[src/rtl/tlb_asid_plru_pkg.sv]
// Shared types for the ASID-aware TLB: page/ASID widths, entry payload and flush FSM states.
package tlb_asid_plru_pkg;

    localparam int unsigned PAGE_NUM_BITS = 20;
    localparam int unsigned ASID_WIDTH    = 8;

    typedef logic [PAGE_NUM_BITS-1:0] page_index_t;
    typedef logic [ASID_WIDTH-1:0]    asid_t;

    typedef enum logic [1:0] {
        IDLE  = 2'd0,
        SWEEP = 2'd1,
        DRAIN = 2'd2
    } tlb_flush_state_t;

    typedef struct packed {
        page_index_t vpage;
        asid_t       asid;
        page_index_t ppage;
        logic        present;
        logic        exe_writable;
        logic        supervisor;
        logic        is_global;
    } tlb_entry_t;

    localparam int unsigned ENTRY_BITS = $bits(tlb_entry_t);

endpackage

[src/rtl/sram_1r1w.sv]
// One-read one-write synchronous RAM; a read to the address being written returns the new data.
module sram_1r1w #(
    parameter  int unsigned DEPTH = 16,
    parameter  int unsigned WIDTH = 8,
    localparam int unsigned AW    = $clog2(DEPTH)
) (
    input  logic             clk,
    input  logic             we,
    input  logic [AW-1:0]    waddr,
    input  logic [WIDTH-1:0] wdata,
    input  logic [AW-1:0]    raddr,
    output logic [WIDTH-1:0] rdata
);

    logic [WIDTH-1:0] mem [DEPTH];
    logic [WIDTH-1:0] rdata_q;

    always_ff @(posedge clk) begin
        if (we) begin
            mem[waddr] <= wdata;
        end
        rdata_q <= (we && (waddr == raddr)) ? wdata : mem[raddr];
    end

    assign rdata = rdata_q;

endmodule

[src/rtl/tlb_plru_tree.sv]
// Tree pseudo-LRU for one set: victim lookup from the root and path update on a touch.
module tlb_plru_tree #(
    parameter  int unsigned NUM_WAYS = 4,
    localparam int unsigned WAY_W    = $clog2(NUM_WAYS),
    localparam int unsigned NODE_W   = (NUM_WAYS > 2) ? $clog2(NUM_WAYS - 1) : 1
) (
    input  logic [NUM_WAYS-2:0] bits_i,
    input  logic                touch_en_i,
    input  logic [WAY_W-1:0]    touch_way_i,
    output logic [NUM_WAYS-2:0] bits_o,
    output logic [NUM_WAYS-1:0] victim_o
);

    // Node n has children 2n+1 (bit 0, left) and 2n+2 (bit 1, right); a bit points at the victim side.
    always_comb begin
        int unsigned      node;
        logic             dir;
        logic [WAY_W-1:0] vidx;
        logic [WAY_W-1:0] tway;

        bits_o   = bits_i;
        victim_o = '0;
        vidx     = '0;
        node     = 0;
        for (int unsigned lvl = 0; lvl < WAY_W; lvl++) begin
            dir  = bits_i[NODE_W'(node)];
            vidx = (vidx << 1) | WAY_W'(dir);
            node = 2 * node + 1 + 32'(dir);
        end
        victim_o[vidx] = 1'b1;

        tway = touch_way_i;
        node = 0;
        if (touch_en_i) begin
            for (int unsigned lvl = 0; lvl < WAY_W; lvl++) begin
                dir                      = tway[WAY_W-1];
                bits_o[NODE_W'(node)]    = ~dir;
                node                     = 2 * node + 1 + 32'(dir);
                tway                     = tway << 1;
            end
        end
    end

endmodule

[src/rtl/tlb_asid_plru.sv]
// Set-associative TLB with tree PLRU replacement and an ASID-selective flush that sweeps every set.
module tlb_asid_plru
    import tlb_asid_plru_pkg::*;
#(
    parameter int unsigned NUM_ENTRIES = 64,
    parameter int unsigned NUM_WAYS    = 4
) (
    input  logic                  clk,
    input  logic                  reset,
    input  logic                  lookup_en,
    input  logic                  update_en,
    input  logic                  invalidate_en,
    input  logic                  invalidate_all_en,
    input  logic                  invalidate_asid_en,
    input  page_index_t           request_vpage_idx,
    input  logic [ASID_WIDTH-1:0] request_asid,
    input  page_index_t           update_ppage_idx,
    input  logic                  update_present,
    input  logic                  update_exe_writable,
    input  logic                  update_supervisor,
    input  logic                  update_global,
    output page_index_t           lookup_ppage_idx,
    output logic                  lookup_hit,
    output logic                  lookup_present,
    output logic                  lookup_exe_writable,
    output logic                  lookup_supervisor,
    output logic                  flush_busy
);

    localparam int unsigned NUM_SETS = NUM_ENTRIES / NUM_WAYS;
    localparam int unsigned SET_W    = $clog2(NUM_SETS);
    localparam int unsigned WAY_W    = $clog2(NUM_WAYS);

    tlb_flush_state_t                    state_q, state_d;
    logic [SET_W-1:0]                    counter_q, counter_d;
    asid_t                               flush_asid_q, flush_asid_d;
    logic                                s2_lookup_q, s2_lookup_d;
    logic                                s2_update_q, s2_update_d;
    logic                                s2_inval_q, s2_inval_d;
    logic                                s2_sweep_q, s2_sweep_d;
    logic [SET_W-1:0]                    s2_set_q, s2_set_d;
    tlb_entry_t                          s2_entry_q, s2_entry_d;
    logic [NUM_SETS-1:0][NUM_WAYS-1:0]   valid_q, valid_d;
    logic [NUM_SETS-1:0][NUM_WAYS-2:0]   plru_q, plru_d;

    logic [SET_W-1:0]    rd_set_c;
    tlb_entry_t          rd_entry [NUM_WAYS];
    logic [NUM_WAYS-1:0] set_valid_c, match_c, kill_c, victim_c, way_sel_c, way_we_c;
    logic [NUM_WAYS-2:0] plru_next_c;
    logic                any_hit_c, touch_c;
    logic [WAY_W-1:0]    touch_way_c;

    // Stage 1 reads the requested set, or the sweep counter while sweeping.
    assign rd_set_c = (state_q == SWEEP) ? counter_q : request_vpage_idx[SET_W-1:0];

    assign set_valid_c = valid_q[s2_set_q];

    for (genvar w = 0; w < NUM_WAYS; w++) begin : g_way
        logic [ENTRY_BITS-1:0] rdata;

        sram_1r1w #(
            .DEPTH (NUM_SETS),
            .WIDTH (ENTRY_BITS)
        ) u_sram (
            .clk   (clk),
            .we    (way_we_c[w]),
            .waddr (s2_set_q),
            .wdata (s2_entry_q),
            .raddr (rd_set_c),
            .rdata (rdata)
        );

        assign rd_entry[w] = tlb_entry_t'(rdata);
        assign match_c[w]  = set_valid_c[w] && (rd_entry[w].vpage == s2_entry_q.vpage)
                             && ((rd_entry[w].asid == s2_entry_q.asid) || rd_entry[w].is_global);
        assign kill_c[w]   = s2_sweep_q && set_valid_c[w]
                             && (rd_entry[w].asid == flush_asid_q) && !rd_entry[w].is_global;
    end

    assign any_hit_c = |match_c;
    assign way_sel_c = any_hit_c ? match_c : victim_c;
    assign way_we_c  = {NUM_WAYS{s2_update_q}} & way_sel_c;
    assign touch_c   = s2_update_q || (s2_lookup_q && any_hit_c);

    always_comb begin
        touch_way_c = '0;
        for (int unsigned w = 0; w < NUM_WAYS; w++) begin
            if (way_sel_c[w]) begin
                touch_way_c = WAY_W'(w);
            end
        end
    end

    tlb_plru_tree #(
        .NUM_WAYS (NUM_WAYS)
    ) u_plru (
        .bits_i      (plru_q[s2_set_q]),
        .touch_en_i  (touch_c),
        .touch_way_i (touch_way_c),
        .bits_o      (plru_next_c),
        .victim_o    (victim_c)
    );

    // Lookup response: OR-mux of hitting ways, all zero on a miss or a non-lookup.
    always_comb begin
        lookup_hit          = s2_lookup_q && any_hit_c;
        lookup_ppage_idx    = '0;
        lookup_present      = 1'b0;
        lookup_exe_writable = 1'b0;
        lookup_supervisor   = 1'b0;
        for (int unsigned w = 0; w < NUM_WAYS; w++) begin
            if (s2_lookup_q && match_c[w]) begin
                lookup_ppage_idx    = lookup_ppage_idx | rd_entry[w].ppage;
                lookup_present      = lookup_present | rd_entry[w].present;
                lookup_exe_writable = lookup_exe_writable | rd_entry[w].exe_writable;
                lookup_supervisor   = lookup_supervisor | rd_entry[w].supervisor;
            end
        end
    end

    assign flush_busy = (state_q != IDLE);

    always_comb begin
        state_d      = state_q;
        counter_d    = counter_q;
        flush_asid_d = flush_asid_q;
        case (state_q)
            IDLE: begin
                if (invalidate_asid_en) begin
                    state_d      = SWEEP;
                    counter_d    = '0;
                    flush_asid_d = request_asid;
                end
            end
            SWEEP: begin
                counter_d = counter_q + SET_W'(1);
                if (counter_q == SET_W'(NUM_SETS - 1)) begin
                    state_d = DRAIN;
                end
            end
            DRAIN:   state_d = IDLE;
            default: state_d = IDLE;
        endcase
    end

    always_comb begin
        s2_lookup_d = lookup_en;
        s2_update_d = update_en;
        s2_inval_d  = invalidate_en;
        s2_sweep_d  = (state_q == SWEEP);
        s2_set_d    = rd_set_c;
        s2_entry_d  = '{vpage: request_vpage_idx, asid: request_asid, ppage: update_ppage_idx,
                        present: update_present, exe_writable: update_exe_writable,
                        supervisor: update_supervisor, is_global: update_global};

        valid_d = valid_q;
        plru_d  = plru_q;
        plru_d[s2_set_q] = plru_next_c;
        if (s2_update_q) begin
            valid_d[s2_set_q] = valid_d[s2_set_q] | way_we_c;
        end
        if (s2_inval_q) begin
            valid_d[s2_set_q] = valid_d[s2_set_q] & ~match_c;
        end
        if (s2_sweep_q) begin
            valid_d[s2_set_q] = valid_d[s2_set_q] & ~kill_c;
        end
        if (invalidate_all_en) begin
            valid_d = '0;
        end
    end

    always_ff @(posedge clk or posedge reset) begin
        if (reset) begin
            state_q      <= IDLE;
            counter_q    <= '0;
            flush_asid_q <= '0;
            s2_lookup_q  <= 1'b0;
            s2_update_q  <= 1'b0;
            s2_inval_q   <= 1'b0;
            s2_sweep_q   <= 1'b0;
            s2_set_q     <= '0;
            s2_entry_q   <= '0;
            valid_q      <= '0;
            plru_q       <= '0;
        end else begin
            state_q      <= state_d;
            counter_q    <= counter_d;
            flush_asid_q <= flush_asid_d;
            s2_lookup_q  <= s2_lookup_d;
            s2_update_q  <= s2_update_d;
            s2_inval_q   <= s2_inval_d;
            s2_sweep_q   <= s2_sweep_d;
            s2_set_q     <= s2_set_d;
            s2_entry_q   <= s2_entry_d;
            valid_q      <= valid_d;
            plru_q       <= plru_d;
        end
    end

    a_no_cmd_while_busy: assert property (@(posedge clk) disable iff (reset)
        flush_busy |-> !(lookup_en || update_en || invalidate_en || invalidate_all_en || invalidate_asid_en));

    a_one_cmd: assert property (@(posedge clk) disable iff (reset)
        $onehot0({lookup_en, update_en, invalidate_en, invalidate_all_en, invalidate_asid_en}));

    a_no_duplicates: assert property (@(posedge clk) disable iff (reset)
        (s2_lookup_q || s2_update_q || s2_inval_q) |-> $onehot0(match_c));

endmodule

[config.mk]
export PLATFORM = sky130hd
export DESIGN_NAME = tlb_asid_plru
export DESIGN_NICKNAME = d
export VERILOG_FILES = /design/src/rtl/tlb_asid_plru_pkg.sv /design/src/rtl/sram_1r1w.sv /design/src/rtl/tlb_plru_tree.sv /design/src/rtl/tlb_asid_plru.sv
export SDC_FILE = /design/constraint.sdc
export NUM_CORES = 2
export LEC_CHECK = 0
export ABC_AREA = 0
export CAP_MARGIN = 20
export CORE_MARGIN = 5
export CORE_UTILIZATION = 45
export CTS_BUF_LIST = sky130_fd_sc_hd__clkbuf_8
export CTS_CLUSTER_SIZE = 12
export DETAILED_ROUTE_END_ITERATION = 6
export GPL_ROUTABILITY_DRIVEN = 0
export GPL_TIMING_DRIVEN = 0
export SYNTH_ARGS = -nofsm -noshare
export SYNTH_HDL_FRONTEND = slang
export SYNTH_HIERARCHICAL = 1
export SYNTH_SLANG_ARGS = --single-unit
export TNS_END_PERCENT = 30
[constraint.sdc]
create_clock -name clk -period 12.9 [get_ports clk]
set_clock_uncertainty 0.05 [all_clocks]
set_input_delay 1.935 -clock clk [delete_from_list [all_inputs] [get_ports clk]]
set_output_delay 1.935 -clock clk [all_outputs]
set_load 0.05 [all_outputs]
==> key figures <==
Yosys
  • Syn nets: 6,721
  • EDFF count, synth: 3,328
  • Most area-consuming cells after synthesis: edfxtp_1 73%, mux4_2 14%, dfrtp_1 3.4%, a22oi_1 2.6%, nand2_1 1.3%
  • Flops & latches, synth: 3,530
  • Synthesized instance count: 6,661
  • Synth Warn #: 6
  • Yosys top cell area share: 0.726
  • Top_reg_cell synth: edfxtp_1
  • Async S/R FF share, synth: 0.0527
  • Post-synthesis sequential area ratio: 0.762
  • Synthesized area: 138,000 sq um
  • Netlist cell types: 77
  • Synth area leader: edfxtp_1
  • Mean area per synthesized cell: 20.7 sq um

Power and ir drop
  • Leakage: 51.6 nW
  • Peak VDD IR: 0.135 mV
  • Cell Pwr Density: 210 nW/um^2
  • Total power: 33.5 mW

Final layout
  • # nets final: 7,650
  • Area growth syn-to-layout: 15.6%
  • Fin cells: 12,200
  • Final instance area: 159,000 sq um
  • Share of layout cells above drive strength 1: 0.266
  • Fill cells: 24,300
  • Post-layout util: 0.521
  • FF/Latch Area: 105,000 sq um
  • Area of the multi-input gates: 31,000 sq um

Clock network
  • Clock Latency Late Sink: 1.19 ns
  • # hold bufs at CTS: 0
  • Postcts setup bufs: 0
  • Longest Clk Path Bufs: 4
  • Clk Tree Root Cell: clkbuf_8
  • Clk slew on worst S/H paths: 0.07 ns
  • H-Tree Depth: 6
  • CTS tree: built
  • Clock sinks: 3,530
  • Resized Gates After CTS: 0
  • TritonCTS Buffers: 579

GRT
  • Total track usage: 0.245
  • Vias in the first global route: 75,300
  • Gr ovfl total: 0
  • Initial antenna violation count: 28
  • First-pass GRT wire length: 556 mm
  • Largest net degree at the start of global routing: 105

STA
  • Least-Margin Pin Slew: 1.27 ns
  • Unrepaired setup endpoints after global routing: false
  • Setup ws final: 2.19 ns
  • Fin Setup TNS: 0 ns
  • Hold Violations, Final: 0
  • Fmax: 93.4 MHz
  • Slew Limit Fails: 0
  • Period utilisation layout: 0.830
  • Hold WS: 0.426 ns
  • Final setup viols: 0
  • Max-slew headroom: 0.154
  • Minimum clock period: 10.71 ns

Placed design
  • Placed Cells: 11,100
  • Port Buffer Count: 83
  • Dpl hpwl: 257 mm
  • Area after DPL: 149,000 sq um
  • Pre-CTS WS: 2.96 ns

Drt
  • Final WL: 392 mm
  • DRT Pass-1 Iters: 7
  • Starting DRT DRC Count: 9,783
  • DRC: 94
  • Antenna Nets Post-Route: 0
  • Vias: 74,000
  • Met3 Wirelength: 36.4 mm
  • Top sig layer: met5
  • Routed wire per std cell: 32.3 microns
  • Met2 WL: 189 mm
  • Post-DR vias/cell: 6.09
  • Wl on met1: 154 mm

Critical path
  • WP data arrival: 8.72 ns
  • Crit path kind: flop to output port
  • Worst Setup Start Kind: flop
  • CP required: 10.91 ns
  • CP Max Fanout: 30
  • RR Startpoint: s2_set_q[1]
  • Crit end category: output port
  • Critical Path Source: s2_set_q[1]

Floorplanning
  • DIE AREA: 317,000 sq um
  • Area of the core: 305,000 sq um
  • Starting Density: 0.451
  • Core Rows: 203
  • Die Width: 563 microns
  • IO Pins: 84
  • Die Ht: 563 microns

Min path
  • Min-delay worst type: flop to flop
  • HP Start: plru_q[5]

Run
  • Max-cap viol count: 0

Outcome
  • Status: finished, violations left
  • Failing checks: design-rule violations
cells by family after synthesis:
logic type      count (synthesis)  share of synthesized area
flops                        3530                      0.762
mux                           883                      0.142
simple gates                  874                     0.0276
compound gates                827                     0.0431
buf+inv                       401                     0.0153
xor+xnor                      145                    0.00923
fa+ha+maj                       1                  0.0000909
path summary, 6_finish.rpt:
path / slack [ns] / cells past startpoint / to
min: 0.43 / 2 / plru_q[5]
max in group asynchronous: 10.27 / 3 / s2_entry_q[31]
max: 2.19 / 11 / lookup_ppage_idx[2]
max reg2reg: 3.24 / 18 / g_way[1].u_sram/mem[12][9]
min reg2reg: 0.43 / 2 / plru_q[5]
min in group asynchronous: 1.24 / 2 / valid_q[1]
synthesized netlist by cell type (9+ instances only):
| cell | instances |
|---|---|
| mux2i_1 | 13 |
| dfxtp_1 | 16 |
| nand3_1 | 37 |
| o31ai_1 | 14 |
| o21ai_0 | 78 |
| nand2b_1 | 16 |
| buf_6 | 64 |
| nand3b_1 | 9 |
| nor4_1 | 27 |
| nand2_1 | 487 |
| buf_1 | 16 |
| mux4_2 | 858 |
| a311oi_1 | 9 |
| inv_1 | 12 |
| nor3_1 | 39 |
| o211ai_1 | 12 |
| a21oi_1 | 69 |
| and2_1 | 11 |
| buf_2 | 91 |
| a211oi_1 | 17 |
| a31oi_1 | 20 |
| xnor2_1 | 59 |
| clkbuf_1 | 213 |
| nor2b_1 | 18 |
| nand4_1 | 18 |
| dfrtp_1 | 186 |
| mux2_2 | 12 |
| xor2_1 | 86 |
| a22oi_1 | 474 |
| o22ai_1 | 29 |
| edfxtp_1 | 3328 |
| nor2_1 | 174 |
worst max-delay path, stage by stage, from the launching register on:
cell             delay (ns)
dfrtp_2                1.05
buf_2                  0.54
clkbuf_1               0.48
nor2_1                 0.36
a221oi_1               0.41
a22o_1                 0.66
nand4_1                0.80
nor2_1                 0.84
clkbuf_1               0.57
a22oi_1                0.45
nand2_1                0.44
clkdlybuf4s50_1        0.89
placed cells by master, fill, tap and decap left out, drive strengths merged, types with 9 or more instances in the layout:
| master | n |
|---|---|
| a21oi | 69 |
| dfxtp | 16 |
| clkinv | 166 |
| a311oi | 11 |
| and2 | 11 |
| clkbuf | 819 |
| o21ai | 82 |
| mux2 | 12 |
| diode | 10 |
| a211oi | 17 |
| a31oi | 20 |
| nand3b | 9 |
| nand2b | 16 |
| o22ai | 29 |
| xor2 | 86 |
| nor2 | 174 |
| xnor2 | 59 |
| nand4 | 18 |
| nor3 | 39 |
| mux2i | 13 |
| o31ai | 14 |
| nand2 | 487 |
| nor4 | 29 |
| o211ai | 12 |
| edfxtp | 3328 |
| mux4 | 858 |
| a22oi | 475 |
| dfrtp | 186 |
| clkdlybuf4s50 | 83 |
| nor2b | 19 |
| inv | 256 |
| buf | 434 |
| nand3 | 37 |
| clkinvlp | 19 |
layer usage:
layer | up-vias | global-route usage
li1 | 29800 | -
met1 | 39400 | 0.334
met2 | 3905 | 0.394
met3 | 782 | 0.0577
met4 | 12 | 0.0773
met5 | - | 0
where the power goes:
group	leakage, nW	switching (mW)	internal [mW]
Combinational	13.1	6.61	4.28
Clock	6.09	4.45	4.46
Sequential	32.4	0.378	13.3
Total	51.6	11.4	22.0
final cells by class:
cell class                 instances  share of cell area
antenna                           10            0.000157
buffer                           384              0.0128
clock buffer                     604              0.0523
clock inverter                   429              0.0132
inverter                          17            0.000448
multi-input combinational       2730               0.195
sequential                      3530               0.660
tap                             4100              0.0322
timing repair buffer             348              0.0333
registers in the layout (all words and copies together) (netlist names), named ones only:
register          count
s2_entry_q           52
s2_update_q           1
s2_sweep_q            1
g_way.u_sram/mem   3328
flush_asid_q          8
s2_set_q              4
state_q               2
counter_q             4
plru_q               48
valid_q              64
s2_lookup_q           1
s2_inval_q            1
Note: power is estimated with default switching activity, not from simulation.
